### config.mk
export PLATFORM = sky130hd
export DESIGN_NAME = adder_share_ctrl
export DESIGN_NICKNAME = d
export VERILOG_FILES = /design/src/rtl/adder_share_ctrl.sv
export SDC_FILE = /design/constraint.sdc
export NUM_CORES = 1
export LEC_CHECK = 0
export ABC_CLOCK_PERIOD_IN_PS = 8300
export CAP_MARGIN = 20
export CORE_AREA = 2 2 63 65
export CTS_BUF_LIST = sky130_fd_sc_hd__clkbuf_4 sky130_fd_sc_hd__clkbuf_8
export DETAILED_ROUTE_END_ITERATION = 7
export DIE_AREA = 0 0 65 67
export PLACE_DENSITY = 0.85
export SETUP_SLACK_MARGIN = 0.05
export SLEW_MARGIN = 20
export SYNTH_ARGS = -nofsm -noshare
export SYNTH_HDL_FRONTEND = slang
export SYNTH_SLANG_ARGS = --single-unit
### constraint.sdc
create_clock -name clk -period 8.3 [get_ports clk]
set_clock_uncertainty 0.2 [all_clocks]
set_input_delay 2.49 -clock clk [delete_from_list [all_inputs] [get_ports clk]]
set_output_delay 2.49 -clock clk [all_outputs]
set_load 0.02 [all_outputs]
### src/rtl/adder_share_ctrl.sv
// Shares one registered adder between NREQ requesters: arbitrate, latch operands, add, respond.
// Build option: define ADDER_SHARE_PRIO_EN for fixed-priority arbitration (default is round-robin).
module adder_share_ctrl #(
    parameter int  NREQ  = 4,
    parameter int  WIDTH = 4,
    localparam int IDW   = $clog2(NREQ)
) (
    input  logic                  clk,
    input  logic                  rst,
    input  logic [NREQ-1:0]       req_valid,
    output logic [NREQ-1:0]       req_ready,
    input  logic [NREQ*WIDTH-1:0] req_a,
    input  logic [NREQ*WIDTH-1:0] req_b,
    output logic                  rsp_valid,
    input  logic                  rsp_ready,
    output logic [IDW-1:0]        rsp_id,
    output logic [2*WIDTH-1:0]    rsp_sum,
    output logic                  busy,
    output logic [7:0]            done_cnt
);

    typedef enum logic [1:0] {
        IDLE,
        ADD,
        RESP
    } state_t;

    state_t             state_q;
    logic [WIDTH-1:0]   a_q, b_q, a_d, b_d;
    logic [IDW-1:0]     id_q;
    logic               rsp_valid_q;
    logic [IDW-1:0]     rsp_id_q;
    logic [2*WIDTH-1:0] rsp_sum_q;
    logic               busy_q;
    logic [7:0]         done_cnt_q;

    logic               grant_open;
    logic               win_found;
    logic [IDW-1:0]     win_id;
    logic               xfer;

    // Grants are only offered when the adder is free or the pending result leaves this cycle.
    assign grant_open = !rst && ((state_q == IDLE) || (state_q == RESP && rsp_ready));

`ifdef ADDER_SHARE_PRIO_EN
    always_comb begin
        // NOTE: every combinational output gets a default first so no latch is inferred.
        win_found = 1'b0;
        win_id    = '0;
        for (int i = 0; i < NREQ; i++) begin
            if (!win_found && req_valid[i]) begin
                win_found = 1'b1;
                win_id    = IDW'(i);
            end
        end
    end
`else
    logic [IDW-1:0] ptr_q, ptr_d;

    always_comb begin
        // NOTE: every combinational output gets a default first so no latch is inferred.
        win_found = 1'b0;
        win_id    = '0;
        for (int k = 0; k < NREQ; k++) begin
            automatic int idx = (int'(ptr_q) + k) % NREQ;
            if (!win_found && req_valid[idx]) begin
                win_found = 1'b1;
                win_id    = IDW'(idx);
            end
        end
    end

    assign ptr_d = (win_id == IDW'(NREQ - 1)) ? '0 : win_id + 1'b1;

    always_ff @(posedge clk or posedge rst) begin
        if (rst) begin
            ptr_q <= '0;
        end else if (xfer) begin
            ptr_q <= ptr_d;
        end
    end
`endif

    assign xfer = grant_open && win_found;

    always_comb begin
        req_ready = '0;
        if (xfer) begin
            req_ready[win_id] = 1'b1;
        end
    end

    assign a_d = req_a[win_id*WIDTH +: WIDTH];
    assign b_d = req_b[win_id*WIDTH +: WIDTH];

    always_ff @(posedge clk or posedge rst) begin
        // NOTE: state uses non-blocking assignments so every register samples pre-edge values.
        if (rst) begin
            state_q     <= IDLE;
            a_q         <= '0;
            b_q         <= '0;
            id_q        <= '0;
            rsp_valid_q <= 1'b0;
            rsp_id_q    <= '0;
            rsp_sum_q   <= '0;
            busy_q      <= 1'b0;
            done_cnt_q  <= '0;
        end else begin
            case (state_q)
                IDLE: begin
                    if (xfer) begin
                        a_q     <= a_d;
                        b_q     <= b_d;
                        id_q    <= win_id;
                        busy_q  <= 1'b1;
                        state_q <= ADD;
                    end
                end
                ADD: begin
                    rsp_sum_q   <= (2*WIDTH)'({1'b0, a_q} + {1'b0, b_q});
                    rsp_id_q    <= id_q;
                    rsp_valid_q <= 1'b1;
                    state_q     <= RESP;
                end
                RESP: begin
                    if (rsp_ready) begin
                        done_cnt_q  <= done_cnt_q + 8'd1;
                        rsp_valid_q <= 1'b0;
                        if (xfer) begin
                            a_q     <= a_d;
                            b_q     <= b_d;
                            id_q    <= win_id;
                            state_q <= ADD;
                        end else begin
                            busy_q  <= 1'b0;
                            state_q <= IDLE;
                        end
                    end
                end
                default: begin
                    busy_q  <= 1'b0;
                    state_q <= IDLE;
                end
            endcase
        end
    end

    assign rsp_valid = rsp_valid_q;
    assign rsp_id    = rsp_id_q;
    assign rsp_sum   = rsp_sum_q;
    assign busy      = busy_q;
    assign done_cnt  = done_cnt_q;

endmodule

==> results of run 1 <==
logic make-up (layout without fill, tap and decap cells):
group           Yosys count  in the layout  synth area share, %
mux                      21             21                 12.3
buf+inv                  14             75                 5.06
other cells               1              3                0.214
flops                    31             31                 44.2
simple gates             45             45                 13.3
fa+ha+maj                10             10                 7.56
compound gates           26             26                 12.8
xor+xnor                  9              9                 4.49
power by group:
group          total [uW]  leakage [uW]  switching (uW)  internal (uW)
logic                 353      0.000702             175            178
clock network         117     0.0000470            52.4           64.9
registers             258      0.000385            47.2            211
layout make-up:
type                       count  area, um^2  area share (%)
clock buffer                   6        82.6            3.37
clock inverter                 1        5.00           0.204
timing repair buffer          61         606            24.7
sequential                    31         776            31.6
multi-input combinational    114         898            36.6
tap                           48        60.1            2.45
inverter                       7        26.3            1.07
worst max path at each step:
| stage | start | cells past startpoint | to | slack, ns |
|---|---|---|---|---|
| 6_report | req_valid[1] | 8 | req_ready[3] | 0.93 |
| 5_1_grt | req_valid[1] | 8 | req_ready[3] | 0.82 |
| 4_1_cts | req_valid[1] | 8 | req_ready[3] | 0.93 |
| 3_5_place_dp | req_valid[1] | 8 | req_ready[3] | 0.93 |
| 3_3_place_gp | req_valid[1] | 8 | req_ready[2] | 0.96 |
| 2_1_floorplan | req_valid[0] | 8 | req_ready[0] | 1.84 |
flip-flops by register name, indices dropped and copies added (netlist names):
| name | count |
|---|---|
| id_q | 2 |
| state_q | 2 |
| ptr_q | 2 |
| a_q | 4 |
| done_cnt | 8 |
| b_q | 4 |
| busy | 1 |
| rsp_id | 2 |
| rsp_sum | 5 |
| rsp_valid | 1 |
worst max-delay path: stages:
cell	delay [ns]
clkdlybuf4s50_1	0.56
a21oi_1	0.06
or3b_1	0.34
o211ai_1	0.24
inv_2	0.12
ha_1	0.19
and3_1	0.13
clkdlybuf4s50_1	0.53
routing by layer:
| layer | wire length [um] | track usage [%] |
|---|---|---|
| met5 | 0 | 0 |
| met3 | 221 | 5.91 |
| met4 | 57 | 7.18 |
| met2 | 1710 | 33.1 |
| met1 | 1530 | 22.6 |
through the flow:
stage                     area (um^2)  util, %  instances  setup slack (ns)
after floorplan                  1760        -        159              1.84
after global routing             2450     68.0        268             0.820
after global placement           2370     65.6        261             0.955
after CTS                        2450     68.0        268             0.927
after detailed placement         2370     65.6        261             0.929
final                            2450     68.0        268             0.933
cell usage in the layout, fill, tap and decap left out:
cell type         n
nand2_1          21
fa_1              1
o21ai_1           1
nand2_4           2
a21o_1            2
a21oi_2           1
o221ai_1          2
conb_1            3
clkbuf_8          6
mux2i_1          16
inv_1             5
a211o_1           1
dfrtp_1          31
xor2_1            4
inv_2             2
xnor2_1           5
o211ai_1          1
ha_1              9
or3b_1            1
o21ai_0           6
nand2b_1          2
nand3_1           3
nand3b_1          2
clkdlybuf4s50_1  59
nor2b_1           1
a21oi_1           4
nand4b_1          1
nor4_1            1
buf_4             2
mux2_2            5
o21bai_1          1
and3_1            5
o221ai_2          7
nor3_2            1
nor2_1            5
clkinv_2          1
==> results.json, run 1 <==
{
  "insertion_delay_ns": 0.28,
  "r2r_slack_ns": 6.11,
  "synthToLayoutAreaGrowth_pct": 39.8,
  "initial_utilization_pct": 48.7,
  "cts_tree": "yes",
  "drt_iter0_drc": 68,
  "status": "completed",
  "vias": 1368,
  "worstPathMaxFanout": 5,
  "cts_made_buffers": 5,
  "hold_viol_final": 0,
  "clkTransAtPathRegs_ns": 0.06,
  "synthCells": 157,
  "ctsHoldBuffers": 0,
  "grt_usage_pct": 19.3,
  "power_density_nw_per_um2": 297,
  "max_freq_mhz": 136,
  "fin_tns_setup_ns": 0,
  "drtAntennaViolNets": 0,
  "power.leakage_uw": 0.00113,
  "overflow": 0,
  "grt_pass1_wl_mm": 6.30,
  "cts_resized": 0,
  "first_global_vias": 1394,
  "async_flop_share_pct": 100,
  "path_class": "in -> out",
  "vdd_drop_max_mv": 0.122,
  "die_area_um2": 4360,
  "diodes": 0,
  "num_rows": 22,
  "worstReg2RegStart": "state_q[0]$_DFFE_PP0P_",
  "yosysWarnings": 0,
  "worstPathRequired_ns": 5.61,
  "fillers": 297,
  "finalPower_uw": 729,
  "synth_seq_cells": 31,
  "hold_path_depth": 1,
  "ios": 63,
  "viasPerCell": 5.10,
  "synth.most_common_cell": "dfrtp_1",
  "clock_sinks": 31,
  "synth_edf_count": 0,
  "min-delay-start": "done_cnt[7]$_DFFE_PP0P_",
  "syn_area_um2": 1760,
  "finalCriticalPeriod_ns": 7.37,
  "synth.top_cell.area_share_pct": 44.2,
  "grt_max_degree": 31,
  "htree_num_levels": 2,
  "synth_cell_type_count": 37,
  "synth_top_area_cell": "dfrtp_1",
  "hpwl_mm": 2.72,
  "synthTopCellsByCount": "dfrtp_1 (31), nand2_1 (21), mux2i_1 (16)",
  "die_h_um": 67,
  "num-nets-final": 269,
  "synth-seq-area-share_pct": 44.2,
  "maxSlewViolCount": 0,
  "rsz0062_at_grt": "no",
  "worstSetupEndpointType": "primary output",
  "cts_buffer_depth": 2,
  "crit_path_start_kind": "input pin",
  "wl_per_cell_um": 13.1,
  "ys_top_cells_by_area": "dfrtp_1 (44%), mux2i_1 (9.1%), ha_1 (6.4%)",
  "hold_path_end": "done_cnt[7]$_DFFE_PP0P_",
  "io_buffers": 59,
  "gp_congestion": 0.860,
  "avgSynthCellArea_um2": 11.2,
  "hold_class": "reg -> reg",
  "cts_setup_buffers": 0,
  "holdWs_ns": 0.273,
  "max_cap_viol_count": 0,
  "cp_data_arrival_time_ns": 4.68,
  "cts-root-buf": "clkbuf_8",
  "synthFlopType": "dfrtp_1",
  "r2r_cells": 5,
  "setup_violations": 0,
  "die_w_um": 65,
  "drc": 0,
  "antenna_found_initial": 0,
  "core_um2": 3610,
  "drive_above_1_share_pct": 12.3,
  "period_share_pct": 88.8,
  "reg2reg_to": "b_q[2]$_DFFE_PP0P_",
  "routed_wirelength_mm": 3.52,
  "drtPass1Iterations": 4
}
Power figures use the tool's default switching activity.
==> run 2: changes to the inputs <==
Settings changed: CTS_CLUSTER_SIZE set to 10.
==> results of run 2 <==
Same layout as run 1: the final DEF is identical, and so are final timing and power.
